### config.mk
export PLATFORM = sky130hd
export DESIGN_NAME = mem_stage_ctrl
export DESIGN_NICKNAME = d
export VERILOG_FILES = /design/src/rtl/mem_stage_pkg.sv /design/src/rtl/mem_wb_reg.sv /design/src/rtl/mem_stage_ctrl.sv
export SDC_FILE = /design/constraint.sdc
export NUM_CORES = 1
export LEC_CHECK = 0
export ABC_CLOCK_PERIOD_IN_PS = 2800
export CAP_MARGIN = 20
export CORE_ASPECT_RATIO = 1.4
export CORE_UTILIZATION = 35
export CTS_CLUSTER_SIZE = 16
export DETAILED_ROUTE_END_ITERATION = 8
export GPL_ROUTABILITY_DRIVEN = 0
export PLACE_DENSITY = 0.7
export SYNTH_ARGS = -nofsm -noshare
export SYNTH_HDL_FRONTEND = slang
export SYNTH_SLANG_ARGS = --single-unit
### constraint.sdc
create_clock -name clk -period 2.8 [get_ports clk]
set_input_delay 0.56 -clock clk [delete_from_list [all_inputs] [get_ports clk]]
set_output_delay 0.56 -clock clk [all_outputs]
set_load 0.01 [all_outputs]
### src/rtl/mem_stage_pkg.sv
// Shared types and defaults for the MEM-stage controller: FSM encoding,
// address defaults and the poison word returned by an aborted access.
package mem_stage_pkg;

    typedef enum logic [1:0] {
        IDLE = 2'd0,
        WAIT = 2'd1,
        DONE = 2'd2
    } mem_state_e;

    localparam logic [31:0] MEM_BASE_DEF       = 32'd1024;
    localparam int          ADDR_W_DEF         = 16;
    localparam int          TIMEOUT_CYCLES_DEF = 64;
    localparam logic [31:0] TIMEOUT_POISON     = 32'hDEADBEEF;

    // Byte address relative to the memory window, as a word index (wraps mod 2^32).
    function automatic logic [31:0] word_index(input logic [31:0] byte_addr,
                                               input logic [31:0] base);
        return (byte_addr - base) >> 2;
    endfunction

endpackage

### src/rtl/mem_wb_reg.sv
// MEM/WB pipeline register; a bubble loads all fields with zero so a frozen
// memory instruction never writes back twice.
module mem_wb_reg
    import mem_stage_pkg::*;
(
    input  logic        clk,
    input  logic        rst,
    input  logic        bubble,
    input  logic        WB_en_d,
    input  logic        MEM_R_EN_d,
    input  logic [31:0] PC_d,
    input  logic [31:0] ALU_result_d,
    input  logic [31:0] MEM_result_d,
    input  logic [4:0]  Dest_d,
    output logic        WB_en,
    output logic        MEM_R_EN,
    output logic [31:0] PC,
    output logic [31:0] ALU_result,
    output logic [31:0] MEM_result,
    output logic [4:0]  Dest
);

    always_ff @(posedge clk) begin
        if (!rst || bubble) begin
            WB_en      <= 1'b0;
            MEM_R_EN   <= 1'b0;
            PC         <= '0;
            ALU_result <= '0;
            MEM_result <= '0;
            Dest       <= '0;
        end else begin
            WB_en      <= WB_en_d;
            MEM_R_EN   <= MEM_R_EN_d;
            PC         <= PC_d;
            ALU_result <= ALU_result_d;
            MEM_result <= MEM_result_d;
            Dest       <= Dest_d;
        end
    end

endmodule

### src/rtl/mem_stage_ctrl.sv
// MEM-stage controller: req/ack handshake to a multi-cycle data memory with
// upstream freeze. Optional WAIT timeout enabled by defining MEM_TIMEOUT_EN.
//
// state | meaning
// IDLE  | pass-through; an access latches address/data and freezes upstream
// WAIT  | mem_req held until mem_ack (or timeout abort)
// DONE  | MEM/WB loads the instruction with captured read data, then IDLE
module mem_stage_ctrl
    import mem_stage_pkg::*;
#(
    parameter logic [31:0] MEM_BASE       = MEM_BASE_DEF,
    parameter int          ADDR_W         = ADDR_W_DEF,
    parameter int          TIMEOUT_CYCLES = TIMEOUT_CYCLES_DEF
) (
    input  logic              clk,
    input  logic              rst,
    input  logic              WB_en_in,
    input  logic              MEM_R_EN_in,
    input  logic              MEM_W_EN_in,
    input  logic [31:0]       PC_in,
    input  logic [31:0]       ALU_result_in,
    input  logic [31:0]       ST_val_in,
    input  logic [4:0]        Dest_in,
    output logic              mem_req,
    output logic              mem_we,
    output logic [ADDR_W-1:0] mem_addr,
    output logic [31:0]       mem_wdata,
    input  logic              mem_ack,
    input  logic [31:0]       mem_rdata,
    output logic              freeze,
    output logic              WB_en,
    output logic              MEM_R_EN,
    output logic [31:0]       PC,
    output logic [31:0]       ALU_result,
    output logic [31:0]       MEM_result,
    output logic [4:0]        Dest,
    output logic              mem_err
);

    mem_state_e  state, state_nxt;
    logic        access;
    logic        load_fwd;
    logic        issue;
    logic        timeout_hit;
    logic [31:0] word_idx;
    logic [31:0] rdata_q;
    logic [31:0] mem_result_d;
    logic [31:ADDR_W] addr_unused;

    generate
        if (TIMEOUT_CYCLES < 1) begin : g_bad_timeout
            $error("TIMEOUT_CYCLES must be at least 1");
        end
    endgenerate

    assign access      = MEM_R_EN_in | MEM_W_EN_in;
    assign load_fwd    = MEM_R_EN_in & ~MEM_W_EN_in;  // write wins over read
    assign word_idx    = word_index(ALU_result_in, MEM_BASE);
    assign addr_unused = word_idx[31:ADDR_W];

    always_ff @(posedge clk) begin
        if (!rst) begin
            state <= IDLE;
        end else begin
            state <= state_nxt;
        end
    end

    always_comb begin
        state_nxt = state;
        case (state)
            IDLE:    if (access) state_nxt = WAIT;
            WAIT:    if (mem_ack || timeout_hit) state_nxt = DONE;
            DONE:    state_nxt = IDLE;
            default: state_nxt = IDLE;
        endcase
    end

    always_comb begin
        freeze  = 1'b0;
        mem_req = 1'b0;
        issue   = 1'b0;
        case (state)
            IDLE: begin
                freeze = access;
                issue  = access;
            end
            WAIT: begin
                freeze  = 1'b1;
                mem_req = 1'b1;
            end
            default: ;
        endcase
    end

    always_ff @(posedge clk) begin
        if (!rst) begin
            mem_addr  <= '0;
            mem_wdata <= '0;
            mem_we    <= 1'b0;
        end else if (issue) begin
            mem_addr  <= word_idx[ADDR_W-1:0];
            mem_wdata <= ST_val_in;
            mem_we    <= MEM_W_EN_in;
        end
    end

    always_ff @(posedge clk) begin
        if (!rst) begin
            rdata_q <= '0;
        end else if (mem_req && mem_ack) begin
            rdata_q <= mem_rdata;
        end else if (timeout_hit) begin
            rdata_q <= TIMEOUT_POISON;
        end
    end

`ifdef MEM_TIMEOUT_EN
    localparam int CNT_W = $clog2(TIMEOUT_CYCLES + 1);

    logic [CNT_W-1:0] tmo_cnt;
    logic             err_q;

    // Terminal count reached in the last allowed WAIT cycle; an ack there wins.
    assign timeout_hit = mem_req && !mem_ack && (tmo_cnt == '0);
    assign mem_err     = err_q;

    always_ff @(posedge clk) begin
        if (!rst) begin
            tmo_cnt <= '0;
            err_q   <= 1'b0;
        end else begin
            err_q <= timeout_hit;
            if (issue) begin
                tmo_cnt <= CNT_W'(TIMEOUT_CYCLES - 1);
            end else if (mem_req && (tmo_cnt != '0)) begin
                tmo_cnt <= tmo_cnt - CNT_W'(1);
            end
        end
    end
`else
    assign timeout_hit = 1'b0;
    assign mem_err     = 1'b0;
`endif

    assign mem_result_d = ((state == DONE) && load_fwd) ? rdata_q : 32'd0;

    mem_wb_reg u_mem_wb (
        .clk          (clk),
        .rst          (rst),
        .bubble       (freeze),
        .WB_en_d      (WB_en_in),
        .MEM_R_EN_d   (load_fwd),
        .PC_d         (PC_in),
        .ALU_result_d (ALU_result_in),
        .MEM_result_d (mem_result_d),
        .Dest_d       (Dest_in),
        .WB_en        (WB_en),
        .MEM_R_EN     (MEM_R_EN),
        .PC           (PC),
        .ALU_result   (ALU_result),
        .MEM_result   (MEM_result),
        .Dest         (Dest)
    );

endmodule

==> Flow_metrics.wiki <==
{| class="wikitable"
! Metric !! Value
|-
| Clock transition time at the flip-flop clock pins of the worst setup and hold paths || 0.06 ns
|-
| Synth Warn # || 0
|-
| Shortest clock period the worst path allows after layout || 2.544 ns
|-
| Post_cts resized || 0
|-
| Number of antenna violations at the first check in global routing || 0
|-
| Area Growth Syn to Fin || 63.25%
|-
| Seq/Total Area, Yosys || 63.08%
|-
| Setup repair bufs after CTS || 0
|-
| Sequential fraction of design power || 46.6%
|-
| Sequential standard cell area || 3724 µm²
|-
| Cell Area, Placed || 9030 µm²
|-
| Critical path class || input pin to output pin
|-
| Vias in the first global route || 4935
|-
| Starting Density || 36.19%
|-
| Type of origin of the critical path || input pin
|-
| Avg WL per Cell || 15.70 µm
|-
| Max Cap Violations || 0
|-
| Total number of H-tree levels || 4
|-
| Portion of netlist area occupied by mux cells || 0%
|-
| Failing checks || design-rule violations
|-
| Clk_skew || 0.01022 ns
|-
| Largest net degree at the start of global routing || 69
|-
| Site Rows || 55
|-
| DP Cell Count || 1064
|-
| Total via count after detailed routing || 5049
|-
| Worst-Margin Slew || 0.9533 ns
|-
| Top post-synthesis cells by count || dfxtp_1 (186), and2_1 (100), a21oi_1 (81)
|-
| Worst vdd ir || 363.1 µV
|-
| CTS buffer count || 17
|-
| Final antenna diode count || 0
|-
| Number of nets still failing antenna checks after routing || 0
|-
| Power Density || 625.7 nW/µm²
|-
| Clock latency of the later-clocked register in the worst-skew pair || 0.41 ns
|-
| Number of instances in the synthesized netlist || 607
|-
| Die outline area || 17400 µm²
|-
| Quantity of I/O buffers inserted on ports || 292
|-
| Final setup violating endpoints || 0
|-
| Combinational family with the most area after synthesis || simple AND/OR/NAND/NOR gates
|-
| Post-synthesis adder-cell area fraction || 0.2120%
|-
| Final Hold Slack || 0.4477 ns
|-
| Initial detailed-routing violation count || 319
|-
| Number of search-and-repair iterations in the first detailed-routing pass || 9
|-
| Required time at the endpoint of the critical path || 2.24 ns
|-
| Final std cell area, no fill || 9637 µm²
|-
| Number of buffers inserted for hold repair after clock tree synthesis || 0
|-
| Count of boundary I/O pins || 294
|-
| DIE WIDTH || 111.8 µm
|-
| P_sw || 1.399 mW
|-
| Average vias per placed instance || 4.615
|-
| CTS tree || yes
|-
| Flip-flop and latch count after synthesis || 186
|-
| Multi-input gate area || 1997 µm²
|-
| Share of power burned in combinational logic || 12.7%
|-
| Total Negative Setup Slacks || 0 ns
|-
| Max-slew violations || 0
|-
| Relative slew slack || 36.44%
|-
| CP arrival || 1.98 ns
|-
| Highest clock rate || 393.0 MHz
|-
| Top cells by area, synth || dfxtp_1 (63%), and2_1 (11%), a21oi_1 (6.9%)
|-
| Worst-path fanout max || 4
|-
| Outcome || finished with violations
|-
| RSZ-0062 raised after global routing || false
|-
| Final worst path period share || 90.87%
|-
| # fillers || 1416
|-
| Area of the core region || 16310 µm²
|-
| Xor-xnor portion of the synthesized cell area || 0.1484%
|-
| Simple-gate share of the synthesized area || 20.73%
|-
| Top-area cell type share of the netlist area || 63.08%
|-
| Synth Net Count || 747
|-
| Mean cell area of the mapped netlist || 9.725 µm²
|-
| Complex-gate fraction of the synthesized area || 12.34%
|-
| Crit end category || output pin
|-
| Cell area after synthesis || 5903 µm²
|-
| Total routed wirelength || 17180 µm
|-
| Final hold vios || 0
|-
| Clk Tree Root Cell || clkbuf_16
|-
| EDFF count, synth || 0
|-
| GRT Resource Usage Total || 19.77%
|-
| Final HPWL from detailed placement || 12180 µm
|-
| Overflow left after global routing || 0
|-
| Number of sinks driven by the clock tree || 186
|-
| Most used DFF post-synth || dfxtp_1
|-
| Library cell occupying the most area in the post-synthesis netlist || dfxtp_1
|-
| Maximum count of clock buffers along a single path || 2
|-
| Proportion of synthesized flip-flops having asynchronous set or reset || 0%
|-
| Count of distinct cell types in the synthesized netlist || 32
|-
| Clock network power share || 40.7%
|-
| Floorplan die height || 155.7 µm
|-
| Fin cells || 1094
|-
| Cell-internal power || 4.631 mW
|-
| Layout net count || 1024
|-
| Fraction of final layout cells sized beyond drive strength 1 || 5.922%
|-
| First-pass GRT wire length || 26460 µm
|-
| Number of design rule violations left after detail routing || 11
|-
| Switching power as a share of total power || 23.19%
|-
| Leakage || 3.617 nW
|-
| Most frequent cell after synthesis || dfxtp_1
|-
| Hold Path Class || flop to flop
|}
cell families after synthesis:
group | Yosys count
AND/OR/NAND/NOR | 231
flip-flops | 186
AO/OA/AOI/OAI | 136
buffers and inverters | 51
XOR/XNOR | 1
adder cells (fa/ha/maj) | 1
other | 1
power groups by stage:
stage	combinational (mW)	sequential, mW	clock, mW
finish	0.767	2.81	2.45
global placement	0.767	2.87	0
global route	0.825	2.82	2.64
detailed placement	0.771	2.87	0
floorplan	0.245	2.91	0
CTS	0.775	2.81	2.52
registers in the layout (all words and copies together), names as in the netlist:
register             cells
mem_addr                16
mem_wdata               32
mem_we                   1
rdata_q                 32
state                    2
u_mem_wb.ALU_result     32
u_mem_wb.Dest            5
u_mem_wb.MEM_R_EN        1
u_mem_wb.MEM_result     32
u_mem_wb.PC             32
u_mem_wb.WB_en           1
stage by stage:
stage	worst slack [ns]	power, mW	utilization [%]
floorplan	0.9425	3.157	-
global placement	0.3246	3.634	55.37
detailed placement	0.2843	3.642	55.37
CTS	0.2841	6.105	59.09
global route	0.1962	6.293	59.09
finish	0.2557	6.030	59.09
final timing paths:
kind                             startpoint                 endpoint  slack (ns)  cells past startpoint
worst max-delay path            MEM_W_EN_in                   freeze        0.26                      4
worst min-delay path            rdata_q[10]  u_mem_wb.MEM_result[10]        0.45                      1
worst max register to register     state[1]             mem_addr[10]        1.19                      3
worst min register to register  rdata_q[10]  u_mem_wb.MEM_result[10]        0.45                      1
placed cells by master (no fill, tap or decap), types with 4 or more instances in the layout:
cell type / synthesis / layout
and2_1: 100 / 100
nand3_1: 40 / 40
or3_1: 4 / 4
buf_4: 1 / 11
nor3_1: 5 / 4
clkbuf_16: 0 / 17
o21ai_1: 41 / 41
dfxtp_1: 186 / 186
clkdlybuf4s50_1: 0 / 292
nand2_1: 66 / 66
a21oi_1: 81 / 81
worst max-delay path: stages:
cell and delay [ns]:
clkdlybuf4s50_1 0.43, nor3_1 0.34, nor2_1 0.14, clkdlybuf4s50_1 0.51
area by class of cell:
type | count | share of cell area (%)
timing repair buffer | 305 | 31.60
multi-input combinational | 370 | 20.72
sequential | 186 | 38.64
clock buffer | 18 | 4.557
tap | 199 | 2.584
inverter | 4 | 0.1558
clock inverter | 12 | 1.740
routing by layer:
layer	global-route usage, %	vias to the layer above	part of all wire (%)
met1	22.47	2310	41
met3	5.594	12	6.0
li1	-	2562	-
met5	0	-	0
met2	35.05	165	51
met4	7.272	0	1.4
No activity file was read; power rests on OpenSTA's default activity.
